<file path="config.mk">
export PLATFORM = sky130hd
export DESIGN_NAME = hex_line_formatter_flat
export DESIGN_NICKNAME = d
export VERILOG_FILES = /design/src/rtl/hex_line_formatter_if.sv /design/src/rtl/hex_line_formatter.sv /design/src/flat_wrapper.sv
export SDC_FILE = /design/constraint.sdc
export NUM_CORES = 1
export LEC_CHECK = 0
export BUFFER_PORTS_ARGS = -buffer_cell sky130_fd_sc_hd__buf_2
export CORE_MARGIN = 3
export CORE_UTILIZATION = 49
export DETAILED_ROUTE_END_ITERATION = 10
export PLACE_DENSITY_LB_ADDON = 0.08
export SETUP_SLACK_MARGIN = 0.05
export SLEW_MARGIN = 30
export SYNTH_ARGS = -nofsm -noshare
export SYNTH_HDL_FRONTEND = slang
export SYNTH_SLANG_ARGS = --single-unit
</file>
<file path="constraint.sdc">
create_clock -name clk -period 2.7 [get_ports clk]
set_clock_uncertainty 0.1 [all_clocks]
set_input_delay 0.54 -clock clk [delete_from_list [all_inputs] [get_ports clk]]
set_output_delay 0.54 -clock clk [all_outputs]
set_load 0.005 [all_outputs]
</file>
<file path="src/rtl/hex_line_formatter_if.sv">
// hex_line_formatter_if
//   Groups the word-input and byte-output handshakes of hex_line_formatter.
//   slave  : the formatter side (takes words, produces bytes)
//   master : the producer/sink side (supplies words, accepts bytes)
// Signals:
//   in_data    [WIDTH-1:0]  word to print, MSB nibble first
//   in_valid                in_data is valid
//   in_ready                formatter can accept a word this cycle
//   out_ready               byte sink can take a byte
//   out_data   [7:0]        ASCII byte
//   out_strobe              one-cycle pulse, out_data valid
interface hex_line_formatter_if #(
  parameter int WIDTH = 28
) ();
  logic [WIDTH-1:0] in_data;
  logic             in_valid;
  logic             in_ready;
  logic             out_ready;
  logic [7:0]       out_data;
  logic             out_strobe;

  modport master (
    output in_data, in_valid, out_ready,
    input  in_ready, out_data, out_strobe
  );

  modport slave (
    input  in_data, in_valid, out_ready,
    output in_ready, out_data, out_strobe
  );
endinterface

</file>
<file path="src/rtl/hex_line_formatter.sv">
// hex_line_formatter
//   Prints one WIDTH-bit word per line as uppercase hex ASCII, MSB nibble
//   first, optionally split by a single space before the last SPLIT digits,
//   terminated by LF then CR. One byte per clock at most.
//
//   Optional checksum: define HEX_LINE_CHECKSUM_EN to append " X" (space plus
//   the XOR of all nibbles as one hex digit) before the line terminator.
//
// Parameters:
//   WIDTH  input word width, multiple of 4, 4..64
//   SPLIT  digits placed after the space (0 = no space), < WIDTH/4
// Ports:
//   clk    sole clock, rising edge
//   reset  synchronous, active-high
//   bus    hex_line_formatter_if slave modport (word in, byte out)
//
// Timing: out_ready is sampled at the rising edge that would register a
// byte; the byte appears on out_data/out_strobe in the cycle after that
// edge. The first digit is registered by the same edge that accepts the
// word, so a line starts in the cycle right after acceptance.
//
// state  | meaning
// IDLE   | waiting for a word (in_ready high once the last CR has gone out)
// DIGIT  | emitting hex digits of the latched word
// SPACE  | emitting the split space
// CHK_SP | emitting the space before the checksum digit (checksum build)
// CHK    | emitting the checksum digit (checksum build)
// LF     | emitting 0x0A
// CR     | emitting 0x0D, then back to IDLE
module hex_line_formatter #(
  parameter int WIDTH = 28,
  parameter int SPLIT = 4
) (
  input  logic                clk,
  input  logic                reset,
  hex_line_formatter_if.slave bus
);
  localparam int NDIG = WIDTH / 4;
  localparam int CW   = $clog2(NDIG + 1);
  localparam logic [CW-1:0] NDIG_C  = CW'(NDIG);
  localparam logic [CW-1:0] SPLIT_C = CW'(SPLIT);

  typedef enum logic [2:0] {
    IDLE,
    DIGIT,
    SPACE,
`ifdef HEX_LINE_CHECKSUM_EN
    CHK_SP,
    CHK,
`endif
    LF,
    CR
  } state_t;

  state_t           state, state_n;
  logic [WIDTH-1:0] word, word_n, src_word;
  logic [CW-1:0]    rem, rem_n, src_rem;
  logic             strobe_q, strobe_n;
  logic [7:0]       data_q, data_n;
  logic             digit_go;
  logic [3:0]       nib;
  logic             accept;
`ifdef HEX_LINE_CHECKSUM_EN
  logic [3:0]       chk, chk_n, src_chk;
`endif

  function automatic logic [7:0] hex_ascii(input logic [3:0] n);
    return (n < 4'd10) ? (8'h30 + {4'h0, n}) : (8'h37 + {4'h0, n});
  endfunction

  // The CR strobe cycle is already IDLE; holding in_ready off for it leaves
  // exactly one idle cycle between back-to-back lines.
  assign bus.in_ready   = (state == IDLE) && !strobe_q && !reset;
  assign bus.out_strobe = strobe_q;
  assign bus.out_data   = data_q;
  assign accept         = bus.in_valid && bus.in_ready;

  always_comb begin
    state_n  = state;
    word_n   = word;
    rem_n    = rem;
    strobe_n = 1'b0;
    data_n   = data_q;
    src_word = word;
    src_rem  = rem;
    digit_go = 1'b0;
`ifdef HEX_LINE_CHECKSUM_EN
    chk_n    = chk;
    src_chk  = chk;
`endif

    case (state)
      IDLE: begin
        if (accept) begin
          // Digit step below works on the incoming word directly so the
          // first digit can leave on the accepting edge.
          src_word = bus.in_data;
          src_rem  = NDIG_C;
          word_n   = bus.in_data;
          rem_n    = NDIG_C;
`ifdef HEX_LINE_CHECKSUM_EN
          src_chk  = 4'h0;
          chk_n    = 4'h0;
`endif
          state_n  = DIGIT;
          digit_go = bus.out_ready;
        end
      end
      DIGIT: digit_go = bus.out_ready;
      SPACE: begin
        if (bus.out_ready) begin
          strobe_n = 1'b1;
          data_n   = 8'h20;
          state_n  = DIGIT;
        end
      end
`ifdef HEX_LINE_CHECKSUM_EN
      CHK_SP: begin
        if (bus.out_ready) begin
          strobe_n = 1'b1;
          data_n   = 8'h20;
          state_n  = CHK;
        end
      end
      CHK: begin
        if (bus.out_ready) begin
          strobe_n = 1'b1;
          data_n   = hex_ascii(chk);
          state_n  = LF;
        end
      end
`endif
      LF: begin
        if (bus.out_ready) begin
          strobe_n = 1'b1;
          data_n   = 8'h0A;
          state_n  = CR;
        end
      end
      CR: begin
        if (bus.out_ready) begin
          strobe_n = 1'b1;
          data_n   = 8'h0D;
          state_n  = IDLE;
        end
      end
      default: state_n = IDLE;
    endcase

    nib = src_word[WIDTH-1 -: 4];
    if (digit_go) begin
      strobe_n = 1'b1;
      data_n   = hex_ascii(nib);
      word_n   = src_word << 4;
      rem_n    = src_rem - CW'(1);
`ifdef HEX_LINE_CHECKSUM_EN
      chk_n    = src_chk ^ nib;
`endif
      if (rem_n == '0) begin
`ifdef HEX_LINE_CHECKSUM_EN
        state_n = CHK_SP;
`else
        state_n = LF;
`endif
      end else if ((SPLIT != 0) && (rem_n == SPLIT_C)) begin
        state_n = SPACE;
      end else begin
        state_n = DIGIT;
      end
    end
  end

  always_ff @(posedge clk) begin
    if (reset) begin
      state    <= IDLE;
      word     <= '0;
      rem      <= '0;
      strobe_q <= 1'b0;
      data_q   <= 8'h00;
`ifdef HEX_LINE_CHECKSUM_EN
      chk      <= 4'h0;
`endif
    end else begin
      state    <= state_n;
      word     <= word_n;
      rem      <= rem_n;
      strobe_q <= strobe_n;
      data_q   <= data_n;
`ifdef HEX_LINE_CHECKSUM_EN
      chk      <= chk_n;
`endif
    end
  end
endmodule

</file>
<file path="src/flat_wrapper.sv">
// flat-port wrapper written by rule: the top's interface ports become plain ports
module hex_line_formatter_flat 
#(
  parameter int WIDTH = 28,
  parameter int SPLIT = 4
)
  (clk, reset, bus_in_data, bus_in_valid, bus_out_ready, bus_in_ready, bus_out_data, bus_out_strobe);
  hex_line_formatter_if #(.WIDTH(WIDTH)) bus_i ();
  input  logic clk;
  input  logic reset;
  input wire logic [$bits(bus_i.in_data)-1:0] bus_in_data;
  input wire logic [$bits(bus_i.in_valid)-1:0] bus_in_valid;
  input wire logic [$bits(bus_i.out_ready)-1:0] bus_out_ready;
  output wire logic [$bits(bus_i.in_ready)-1:0] bus_in_ready;
  output wire logic [$bits(bus_i.out_data)-1:0] bus_out_data;
  output wire logic [$bits(bus_i.out_strobe)-1:0] bus_out_strobe;
  assign bus_i.in_data = bus_in_data;
  assign bus_i.in_valid = bus_in_valid;
  assign bus_i.out_ready = bus_out_ready;
  assign bus_in_ready = bus_i.in_ready;
  assign bus_out_data = bus_i.out_data;
  assign bus_out_strobe = bus_i.out_strobe;
  hex_line_formatter #(.WIDTH(WIDTH), .SPLIT(SPLIT)) u_core (.clk(clk), .reset(reset), .bus(bus_i));
endmodule
</file>
After elaboration in Yosys (flattened, before gate mapping)
Cells that the tools add are included.
{ "classes": {"add_sub_neg": 3, "n_lt_le_gt_ge": 1, "eq_ne": 10, "mux": 25, "reduce_logical": 12} }
{ "op_table": {"columns": ["cell", "n"], "rows": [
  ["28-bit two-way mux", 3],
  ["8-bit two-way mux", 5],
  ["3-bit two-way mux", 9],
  ["8-bit case mux with 3 select lines", 1],
  ["3-bit case mux with 5 select lines", 1],
  ["6-bit by 4-bit adder with 7-bit output, first input constant", 2],
  ["3-bit by 2-bit inequality test with 1-bit output, second input constant", 3],
  ["3-bit by 2-bit == test with 1-bit output, second input constant", 2],
  ["3-bit == test, second input constant", 2],
  ["3-bit zero test", 2],
  ["5-bit AND reduction", 1],
  ["4-bit less-than comparator, second input constant", 1],
  ["1-bit two-way mux", 4],
  ["4-bit AND reduction", 1],
  ["4-bit nonzero test", 1],
  ["3-bit by 1-bit == test with 1-bit output, second input constant", 1],
  ["1-bit logical AND", 3],
  ["3-bit by 1-bit inequality test with 1-bit output, second input constant", 1],
  ["3-bit OR reduction", 1],
  ["3-bit by 1-bit subtractor with 3-bit output, second input constant", 1],
  ["1-bit zero test", 2],
  ["2-bit two-way mux", 1],
  ["2-bit by 1-bit inequality test with 1-bit output, second input constant", 1],
  ["1-bit case mux with 2 select lines", 1],
  ["2-bit OR reduction", 1]
]} }
{ "totals": {"register_bits": 43, "inputBits": 32, "out_inout_bits": 10, "word_cells": 57} }

Depth between registers and ports, before layout
{ "depth": {"depth_word": 11, "mapped_depth": 11, "mapped_depth_nobuf": 9} }

Worst setup path after synthesis
Ideal clock, no wire load.
{ "synth_timing": {"kind": "register to register", "start": "reg u_core.state[2]", "end": "reg u_core.data_q[2] (netlist: u_core.bus.out_data[2])", "setup_time_ns": 0.095, "arrival_time_ns": 2.310, "t_required_ns": 2.505, "slack_ns": 0.194, "path_stages_with_launch": 12, "path_buffers": 2, "cell_sequence": "dfxtp_1 -> buf_2 -> nor4_4 -> nand2_2 -> buf_2 -> mux2i_1 -> ha_1 -> nand2_1 -> nor3b_1 -> a21oi_1 -> a211o_2 -> a221oi_1"} }
{ "synth_between": {"elab_chain_len": 9, "word_cells_on_any_way": 23, "cone_classes": "add/sub (2); order compare (1); eq/ne (7); mux (7); reduce/logical (6)"} }
{ "synth_lines": {"columns": ["element", "line", "rtl"], "rows": [
  ["from (decl)", "hex_line_formatter.sv:55", "state_t state, state_n;"],
  ["from (signal assigned)", "hex_line_formatter.sv:184", "state <= state_n;"],
  ["3-bit zero test", "hex_line_formatter.sv:73, hex_line_formatter.sv:92", null],
  ["1-bit logical AND (2 in series)", "hex_line_formatter.sv:73", "assign bus.in_ready = (state == IDLE) && !strobe_q && !reset;"],
  ["1-bit logical AND", "hex_line_formatter.sv:76", "assign accept = bus.in_valid && bus.in_ready;"],
  ["28-bit two-way mux", "hex_line_formatter.sv:94", "if (accept) begin"],
  ["28-bit two-way mux", "hex_line_formatter.sv:92", "case (state)"],
  ["6-bit by 4-bit adder with 7-bit output or 4-bit less-than comparator (tied branches)", "hex_line_formatter.sv:68", "return (n < 4'd10) ? (8'h30 + {4'h0, n}) : (8'h37 + {4'h0, n});"],
  ["8-bit two-way mux", "hex_line_formatter.sv:68", null],
  ["8-bit two-way mux", "hex_line_formatter.sv:151", "if (digit_go) begin"],
  ["to (signal assigned)", "hex_line_formatter.sv:188", "data_q <= data_n;"],
  ["to (decl)", "hex_line_formatter.sv:59", "logic [7:0] data_q, data_n;"]
]} }
Parallel ways exist; a longest one is shown, timed or not.
A chain may end at the register's enable or synchronous reset.

Final worst setup path
Same ends and word-level chain as after synthesis.

==> impl_metrics.py <==
metrics = {
    "status": {
        "status": "completed",
    },
    "cts": {
        "clock-sinks": 42,
        "cts_max_level": 2,
        "cts_hold_buf": 0,
        "tritoncts": "built",
        "cts.path.max_buffers": 2,
        "root_buffer": "clkbuf_8",
        "clk-insertion-delay-late_ns": 0.29,
        "post_cts_resized": 0,
        "post-cts-setup-buffers": 0,
        "path_clk_slew_ns": 0.08,
        "cts-buffers-inserted": 5,
    },
    "finish": {
        "n_antenna_cell": 0,
        "final_layout_size_suffix_gt1_share_pct": 25.4,
        "nets": 318,
        "area_growth_pct": 16.9,
        "final_common_cell": "dfxtp_1",
        "fill_cells": 391,
        "most-common-layout-cells": "dfxtp_1, nand2_1, buf_2",
    },
    "grt": {
        "grt_pass1_wl_mm": 7.73,
        "overflow": 0,
        "grt_max_degree": 31,
        "antenna_found_initial": 0,
        "grt_pass1_vias": 1610,
        "grt_use_total_pct": 18.6,
    },
    "routing": {
        "wirelength_mm": 4.75,
        "viasPerCell": 5.40,
        "drc": 0,
        "drtAntennaViolNets": 0,
        "routedWlPerCell_um": 14.2,
        "first_pass_iters": 4,
        "drt-initial-drc-count": 143,
        "vias": 1802,
    },
    "yosys": {
        "syn_nets": 280,
        "synth_area_um2": 2160,
        "yosysTopAreaCell": "dfxtp_1",
        "yosys.area.top_type_share_pct": 38.9,
        "ys.warnings.count": 0,
        "synth_edf_count": 0,
        "synth_cell_types": 47,
        "synth_seq_cells": 42,
        "synth-main-ff-cell": "dfxtp_1",
        "netlist_instances": 245,
        "avgSynthCellArea_um2": 8.81,
        "ys_top_cells_by_area": "dfxtp_1, mux2i_1, nand2_1",
        "synthArstFlopShare_pct": 0,
        "ys_seq_area_share_pct": 38.9,
    },
    "power_and_ir_drop": {
        "p_sw_share_pct": 32.7,
        "p_leak_uw": 0.00127,
        "internal_power_uw": 1320,
        "p_per_area_nw_per_um2": 779,
        "ir_drop_v": 0.000427,
        "clkPwrFrac_pct": 25.2,
        "p_comb_share_pct": 34.7,
        "switching_power_uw": 643,
        "seqPwrFrac_pct": 40.1,
    },
    "sta": {
        "max_freq_ghz": 0.421,
        "finalCriticalPeriod_ns": 2.38,
        "slew_headroom_pct": 65.3,
        "fin_ws_ns": 0.322,
        "min_period_over_period_pct": 88.1,
        "rsz0062_at_grt": "no",
        "slew_violations": 0,
        "tightest_slew_ns": 0.520,
        "hold_viol": 0,
        "finalSetupViolCount": 0,
        "timing.setup.tns_ns": 0,
    },
    "setup_path": {
        "required_ns": 2.80,
        "critPathLaunchType": "register",
        "cp_max_fo": 4,
        "crit-reg2reg-launch": "u_core.state[2]",
        "criticalPathCategory": "register to register",
        "crit_arrival_ns": 2.48,
        "end_kind": "register",
        "crit_start": "u_core.state[2]",
    },
    "floorplan": {
        "start_util_pct": 52.5,
        "die_y_um": 72.4,
        "coreArea_um2": 4120,
        "rows": 23,
        "die_area_um2": 5240,
        "io-pin-count": 42,
        "die_w_um": 72.4,
    },
    "flow_run": {
        "cap_viol_max_count": 0,
    },
    "placed_design": {
        "pre_cts_ws_ns": 0.139,
        "post-dp-hpwl_mm": 3.35,
        "gp_congestion": 0.853,
        "io_buffers": 40,
    },
    "worst_hold_path": {
        "hp-start": "u_core.bus.out_data[5]",
        "hp-class": "register to register",
    },
}
## routing by layer
metal  track usage, %  routed length, um  up-vias
li1                 -                  -      933
met3             4.57                307        2
met4             6.15                 24        0
met1             26.3               2310      815
met2             27.9               2110       52
met5                0                  0        -
## final timing paths
check / end / slack (ns) / cells past startpoint
max: u_core.bus.out_data[2] / 0.32 / 9
min: u_core.bus.out_data[5] / 0.36 / 2
max reg2reg: u_core.bus.out_data[2] / 0.32 / 9
min reg2reg: u_core.bus.out_data[5] / 0.36 / 2
## kinds of logic (layout without fill, tap and decap cells)
logic type	Yosys count	after routing	synth area share, %
DFF	42	42	38.9
adders and majority gates	3	3	1.74
AOI/OAI and AO/OA	38	38	12.6
and+or+nand+nor	101	101	24.6
muxes	30	30	14.3
buffers and inverters	24	63	5.33
other	1	1	0.174
xor gates and xnor gates	6	6	2.43
## sequential cells by signal (all words and copies together) (netlist names)
name and flops:
u_core.word 28, u_core.bus.out_data 7, u_core.bus.out_strobe 1, u_core.rem 3
u_core.state 3
## per-stage QoR
stage	util (%)	area [um2]	hold slack, ns	cells	total power [uW]
after floorplan	-	2160	0.348	245	1310
after global placement	58.7	2410	0.343	326	1480
after detailed placement	58.7	2410	0.347	326	1490
after CTS	61.3	2520	0.359	334	1980
after global routing	61.3	2520	0.383	334	2100
final	61.3	2520	0.359	334	1970
## power groups by stage
stage	clock network, uW	registers (uW)	logic (uW)
after floorplan	0	787	527
after detailed placement	0	803	682
final	496	788	682
after global placement	0	798	678
after CTS	510	788	687
after global routing	533	798	769
## Yosys cell counts (3+ instances only)
cell type,number
a211oi_1,12
nor3_1,5
inv_1,6
a21oi_1,9
o21ai_0,5
xnor2_1,4
mux2i_1,24
dfxtp_1,42
nand2_1,41
clkbuf_1,4
nor2_1,15
mux2_2,6
buf_2,10
and3_1,17
ha_1,3
nand2b_1,3
## layout make-up
type | count | area (um2) | share of cell area, %
multi-input combinational | 179 | 1210 | 47.8
sequential | 42 | 841 | 33.3
timing repair buffer | 49 | 280 | 11.1
clock buffer | 6 | 72.6 | 2.88
tap | 50 | 62.6 | 2.48
clock inverter | 2 | 37.5 | 1.49
inverter | 6 | 22.5 | 0.892
## critical path, stage by stage (launching register included)
cell	delay [ns]
dfxtp_1	0.34
nor4_4	0.31
nand2_2	0.15
mux2i_1	0.27
ha_1	0.23
nand2_1	0.08
nor3b_1	0.20
a21oi_1	0.06
a211o_2	0.33
a221oi_1	0.23
Note: power is estimated with default switching activity, not from simulation.
